### config.mk
export PLATFORM = sky130hd
export DESIGN_NAME = alu_op_sequencer
export DESIGN_NICKNAME = d
export VERILOG_FILES = /design/src/rtl/alu_op_sequencer.sv
export SDC_FILE = /design/constraint.sdc
export NUM_CORES = 1
export LEC_CHECK = 0
export ABC_AREA = 0
export CAP_MARGIN = 15
export CORE_ASPECT_RATIO = 2
export CORE_MARGIN = 5
export CORE_UTILIZATION = 30
export CTS_BUF_LIST = sky130_fd_sc_hd__clkbuf_8
export DETAILED_ROUTE_END_ITERATION = 8
export HOLD_SLACK_MARGIN = 0.12
export PLACE_DENSITY_LB_ADDON = 0.1
export SKIP_LAST_GASP = 1
export SLEW_MARGIN = 0
export SYNTH_ARGS = -nofsm -noshare
export SYNTH_HDL_FRONTEND = slang
export SYNTH_SLANG_ARGS = --single-unit
### constraint.sdc
create_clock -name Clk -period 2.21 [get_ports Clk]
set_input_delay 0.442 -clock Clk [delete_from_list [all_inputs] [get_ports Clk]]
set_output_delay 0.442 -clock Clk [all_outputs]
set_load 0.02 [all_outputs]
### src/rtl/alu_op_sequencer.sv
// Multi-cycle READ/EXEC/WB controller for register file + write mux + ALU, with host load-port arbitration.
// Optional op counter (Op_Count / Op_Count_Clr) enabled by defining ALU_SEQ_PERF_CNT_EN.
module alu_op_sequencer #(
  parameter int DATA_W = 32,
  parameter int REG_AW = 5,
  parameter int OP_W   = 4
) (
  input  logic              Clk,
  input  logic              Rst_n,
  input  logic              Cmd_Valid,
  output logic              Cmd_Ready,
  input  logic [OP_W-1:0]   Cmd_Op,
  input  logic [REG_AW-1:0] Cmd_Rs,
  input  logic [REG_AW-1:0] Cmd_Rt,
  input  logic [REG_AW-1:0] Cmd_Rd,
  input  logic [4:0]        Cmd_Shamt,
  input  logic              Cmd_WbEn,
  input  logic              Ld_Valid,
  output logic              Ld_Ready,
  input  logic [REG_AW-1:0] Ld_Addr,
  input  logic [DATA_W-1:0] Ld_Data,
  output logic [REG_AW-1:0] RR1,
  output logic [REG_AW-1:0] RR2,
  output logic              WE,
  output logic [REG_AW-1:0] WR,
  output logic [DATA_W-1:0] WD,
  output logic              Mux_Ctrl,
  output logic [OP_W-1:0]   Alu_Op,
  output logic [4:0]        Alu_Shift,
  input  logic [DATA_W-1:0] Alu_Result,
  input  logic              Alu_Zero,
  output logic              Busy,
  output logic              Done,
  output logic [DATA_W-1:0] Done_Result,
  output logic              Done_Zero,
  output logic              Done_Err
`ifdef ALU_SEQ_PERF_CNT_EN
  ,
  input  logic              Op_Count_Clr,
  output logic [15:0]       Op_Count
`endif
);

  typedef enum logic [1:0] {S_IDLE, S_READ, S_EXEC, S_WB} state_t;

  localparam logic [OP_W-1:0] OP_MAX = OP_W'(8);

  state_t              state, state_next;
  logic [OP_W-1:0]     op_q;
  logic [REG_AW-1:0]   rs_q, rt_q, rd_q;
  logic [4:0]          shamt_q;
  logic                wben_q;

  logic                op_legal;
  logic                cmd_fire;
  logic                ld_fire;
  logic                wb_active;
  logic                operand_hit;

  assign op_legal  = (op_q <= OP_MAX);
  assign cmd_fire  = Cmd_Valid && Cmd_Ready;
  assign wb_active = (state == S_WB) && wben_q && op_legal;

  // A load may not overwrite an operand between latch and ALU evaluation.
  assign operand_hit = ((state == S_READ) || (state == S_EXEC)) &&
                       ((Ld_Addr == rs_q) || (Ld_Addr == rt_q));

  assign Cmd_Ready = Rst_n && ((state == S_IDLE) || (state == S_WB));
  assign Ld_Ready  = Rst_n && !wb_active && !operand_hit;
  assign ld_fire   = Ld_Valid && Ld_Ready;

  assign RR1       = rs_q;
  assign RR2       = rt_q;
  assign Alu_Op    = op_q;
  assign Alu_Shift = shamt_q;
  assign Busy      = (state != S_IDLE);
  assign Done      = (state == S_WB);

  // NOTE: every always_comb output gets a default first so no path leaves it unassigned (no latch).
  always_comb begin
    state_next = state;
    WE         = 1'b0;
    WR         = '0;
    WD         = '0;
    Mux_Ctrl   = 1'b0;
    unique case (state)
      S_IDLE: if (cmd_fire) state_next = S_READ;
      S_READ: state_next = S_EXEC;
      S_EXEC: state_next = S_WB;
      S_WB:   state_next = cmd_fire ? S_READ : S_IDLE;
      default: state_next = S_IDLE;
    endcase
    // Writeback owns the port; Ld_Ready is already low whenever it is active.
    if (wb_active) begin
      WE       = 1'b1;
      WR       = rd_q;
      Mux_Ctrl = 1'b1;
    end else if (ld_fire) begin
      WE = 1'b1;
      WR = Ld_Addr;
      WD = Ld_Data;
    end
  end

  // NOTE: sequential state uses non-blocking assignments so every flop samples pre-edge values.
  always_ff @(posedge Clk or negedge Rst_n) begin
    if (!Rst_n) begin
      state       <= S_IDLE;
      op_q        <= '0;
      rs_q        <= '0;
      rt_q        <= '0;
      rd_q        <= '0;
      shamt_q     <= '0;
      wben_q      <= 1'b0;
      Done_Result <= '0;
      Done_Zero   <= 1'b0;
      Done_Err    <= 1'b0;
    end else begin
      state <= state_next;
      if (cmd_fire) begin
        op_q    <= Cmd_Op;
        rs_q    <= Cmd_Rs;
        rt_q    <= Cmd_Rt;
        rd_q    <= Cmd_Rd;
        shamt_q <= Cmd_Shamt;
        wben_q  <= Cmd_WbEn;
      end
      if (state == S_EXEC) begin
        Done_Result <= op_legal ? Alu_Result : '0;
        Done_Zero   <= Alu_Zero;
        Done_Err    <= !op_legal;
      end
    end
  end

`ifdef ALU_SEQ_PERF_CNT_EN
  always_ff @(posedge Clk or negedge Rst_n) begin
    if (!Rst_n) begin
      Op_Count <= '0;
    end else if (Op_Count_Clr) begin
      Op_Count <= '0;
    end else if (state == S_WB) begin
      Op_Count <= Op_Count + 16'd1;
    end
  end
`endif

endmodule

==> results.txt <==
EDFF count, synth = 0
Final Instance Area = 5820 um2
Required time of the critical path = 1.77 ns
Failing checks = setup timing
Worst Hold Margin = 0.156 ns
DP HPWL = 8020 um
Cells along the critical path = inv_2 -> ha_4 -> inv_4 -> nor2_2 -> a221o_1 -> buf_6 -> buf_12 -> o31ai_4 -> buf_6
DP Area = 5260 um2
Post-route insts no fill = 693
Most used flip-flop cell after synthesis = dfrtp_1
Syn_nets = 426
TritonCTS clock tree = built
Post-synth top area cell = dfrtp_1
Synth warnings = 0
ANT cells = 0
Residual DRC = 0
Crit Path Class = reg2out
Most numerous cell on the critical path = buf_6
Synthesized area = 2930 um2
Met2 Usage GRT = 33.1%
Mean post-synth cell area = 9.08 um2
IO Port Bufs = 194
Status = finished with violations
Max Fanout on Critical Path = 5
Final WL = 10,700 um
Grt peak-use layer = met2
Chip height = 150 um
Die Area = 12,000 um2
Skew-Pair Late Insertion Delay = 0.33 ns
Die W = 79.9 um
Routed vias = 3,052
Pre-Repair DR Iteration Count = 4
Drt wl/cell = 15.4 um
Final core occ = 60.4%
FP Rows = 51
Syn Inst Count = 323
Worst EP arrival = 2.13 ns
Crit start category = register
Setup Viol. Count Final = 39
Routability cong. = 0.784
Sequential area share after synthesis = 52.0%
Longest Clk Path Bufs = 2
Ys async rst share = 100%
Vias/cell = 4.40
Top cells by count, synth = 72 x nand2_1, 61 x dfrtp_1, 43 x inv_1
Clock transition at path regs = 0.07 ns
Root buffer cell = clkbuf_8
Dpl cells = 667
Distinct cells, synth = 24
Most common cell in the netlist = nand2_1
Synthesized flop and latch total = 61
Place WS = -0.886 ns
Setup Skew = 0.0113 ns
Pin count of the biggest net entering global routing = 37
Pwr/cell area = 1230 nW/um2
RSZ-0062 raised after global routing = yes
GRT Total Usage = 17.6%
Fin crit share = 116%
Vias in the first global route = 3,138
Nets@finish = 660
Ratio of cells with drive above 1 in the final layout = 29.6%
Max-slew violation count = 0
Area grow syn2layout = 98.5%
Slowest cell on the critical path = a221o_1
CTS Buf Count = 9
Tightest Pin Transition = 0.460 ns
Max Fclk = 0.389 GHz
Antenna Nets Post-Route = 0
LEAKAGE = 2.68 nW
Initial drt markers = 47
Antenna violations before repair = 0
Ranking of synthesized cells by area = dfrtp_1 52%, mux2_2 10%, nand2_1 9.2%
Peak supply drop = 0.000664 V
H-tree levels = 3
Top Ports = 195
Grt met3 use = 5.36%
Worst min path class = in2async
# fillers = 859
Core Area = 9640 um2
Initial Util = 30.5%
Nature of the critical path endpoint = output port
Final hold vios = 0
Worst slew margin = 69.3%
Worst Slack Setup Final = -0.363 ns
Max-cap check violation count = 0
Clock Sinks = 61
GRT Residual Overflow = 0
GR Util met1 = 16.9%
Tmin final = 2.57 ns
Hold-fix buffers, CTS = 0
First-pass GRT wire length = 16,100 um
Crit path largest cell delay = 0.40 ns
Synth top area share = 52.0%
==> power breakdown <==
part           internal (W)  leakage (nW)  switching (W)
Sequential          0.00164         0.753       0.000307
Clock              0.000572         0.101       0.000419
Combinational       0.00219          1.83        0.00204
==> cell type report <==
type	instances	area (um2)	area share [%]
tap	132	165	2.84
inverter	43	164	2.81
sequential	61	1530	26.2
clock buffer	11	151	2.60
timing repair buffer	242	2390	41.0
multi-input combinational	200	1380	23.7
clock inverter	4	47.5	0.817
==> critical path: cells and delay by family, from the launching register on <==
kind                       cells  cell delay [ns]
AOI/OAI and AO/OA              2             0.57
and+or+nand+nor                1             0.05
buffers and inverters          5             0.59
adders and majority gates      1             0.21
DFF                            1             0.39
==> cell usage in the layout (no fill, tap or decap), drive strengths merged <==
cell / netlist / layout
nor4: 2 / 2
xor2: 10 / 10
buf: 11 / 85
dlygate4sd2: 0 / 5
clkbuf: 8 / 14
o21ai: 33 / 33
a221o: 1 / 1
mux2: 26 / 26
o31ai: 6 / 6
bufbuf: 0 / 2
clkdlybuf4s50: 0 / 146
nor2b: 1 / 1
bufinv: 0 / 1
mux2i: 2 / 2
and2: 1 / 1
dfrtp: 61 / 61
dlymetal6s2s: 0 / 1
a21oi: 1 / 1
nor2: 35 / 35
ha: 4 / 4
nand3b: 1 / 1
clkinv: 0 / 2
inv: 43 / 43
nand3: 2 / 2
nand2: 72 / 72
clkinvlp: 0 / 1
a22oi: 1 / 1
and3: 1 / 1
o22a: 1 / 1
==> logic make-up after synthesis <==
| kind of cell | share of synthesized area, % |
|---|---|
| simple gates | 15.4 |
| buf+inv | 9.04 |
| mux | 10.7 |
| xor+xnor | 2.98 |
| compound gates | 8.23 |
| fa+ha+maj | 1.71 |
| flops | 52.0 |
==> metal layers <==
metal	part of all wire [%]	up-vias
met5	0	-
met3	9.4	18
met4	2.9	0
met2	55	148
met1	33	1407
li1	-	1479
==> final timing paths <==
| kind | startpoint | to | slack [ns] | depth (start not counted) |
|---|---|---|---|---|
| min in group Clk | Alu_Shift[0] | Alu_Shift[0] | 0.51 | 1 |
| max in group asynchronous | Rst_n | rd_q[0] | 1.26 | 3 |
| worst min-delay path | Rst_n | RR1[1] | 0.16 | 2 |
| worst max-delay path | state[1] | WR[3] | -0.36 | 9 |
| worst max register to register | state[1] | RR1[2] | 0.38 | 7 |
| worst min register to register | Alu_Shift[0] | Alu_Shift[0] | 0.51 | 1 |
==> through the flow <==
| stage | TNS [ns] | power, W |
|---|---|---|
| 2_1_floorplan | -1.30 | 0.00379 |
| 3_3_place_gp | -29.77 | 0.00575 |
| 3_5_place_dp | -30.81 | 0.00582 |
| 4_1_cts | -10.77 | 0.00718 |
| 5_1_grt | -14.35 | 0.00765 |
| 6_report | -10.55 | 0.00717 |
==> repair_timing <==
action,4_1_cts,5_1_grt
setup endpoints to repair,41,42
pin swaps,9,7
cloned,3,1
buffers inserted,6,2
resized for setup,245,38
endpoints found under the hold margin,0,0
==> flip-flops by register name, indices dropped and copies added (netlist names) <==
signal / count
rd_q: 5
Alu_Op: 4
Done_Err: 1
Done_Zero: 1
state: 2
Alu_Shift: 5
wben_q: 1
RR1: 5
Done_Result: 32
RR2: 5
(Power assumes the default switching activity.)
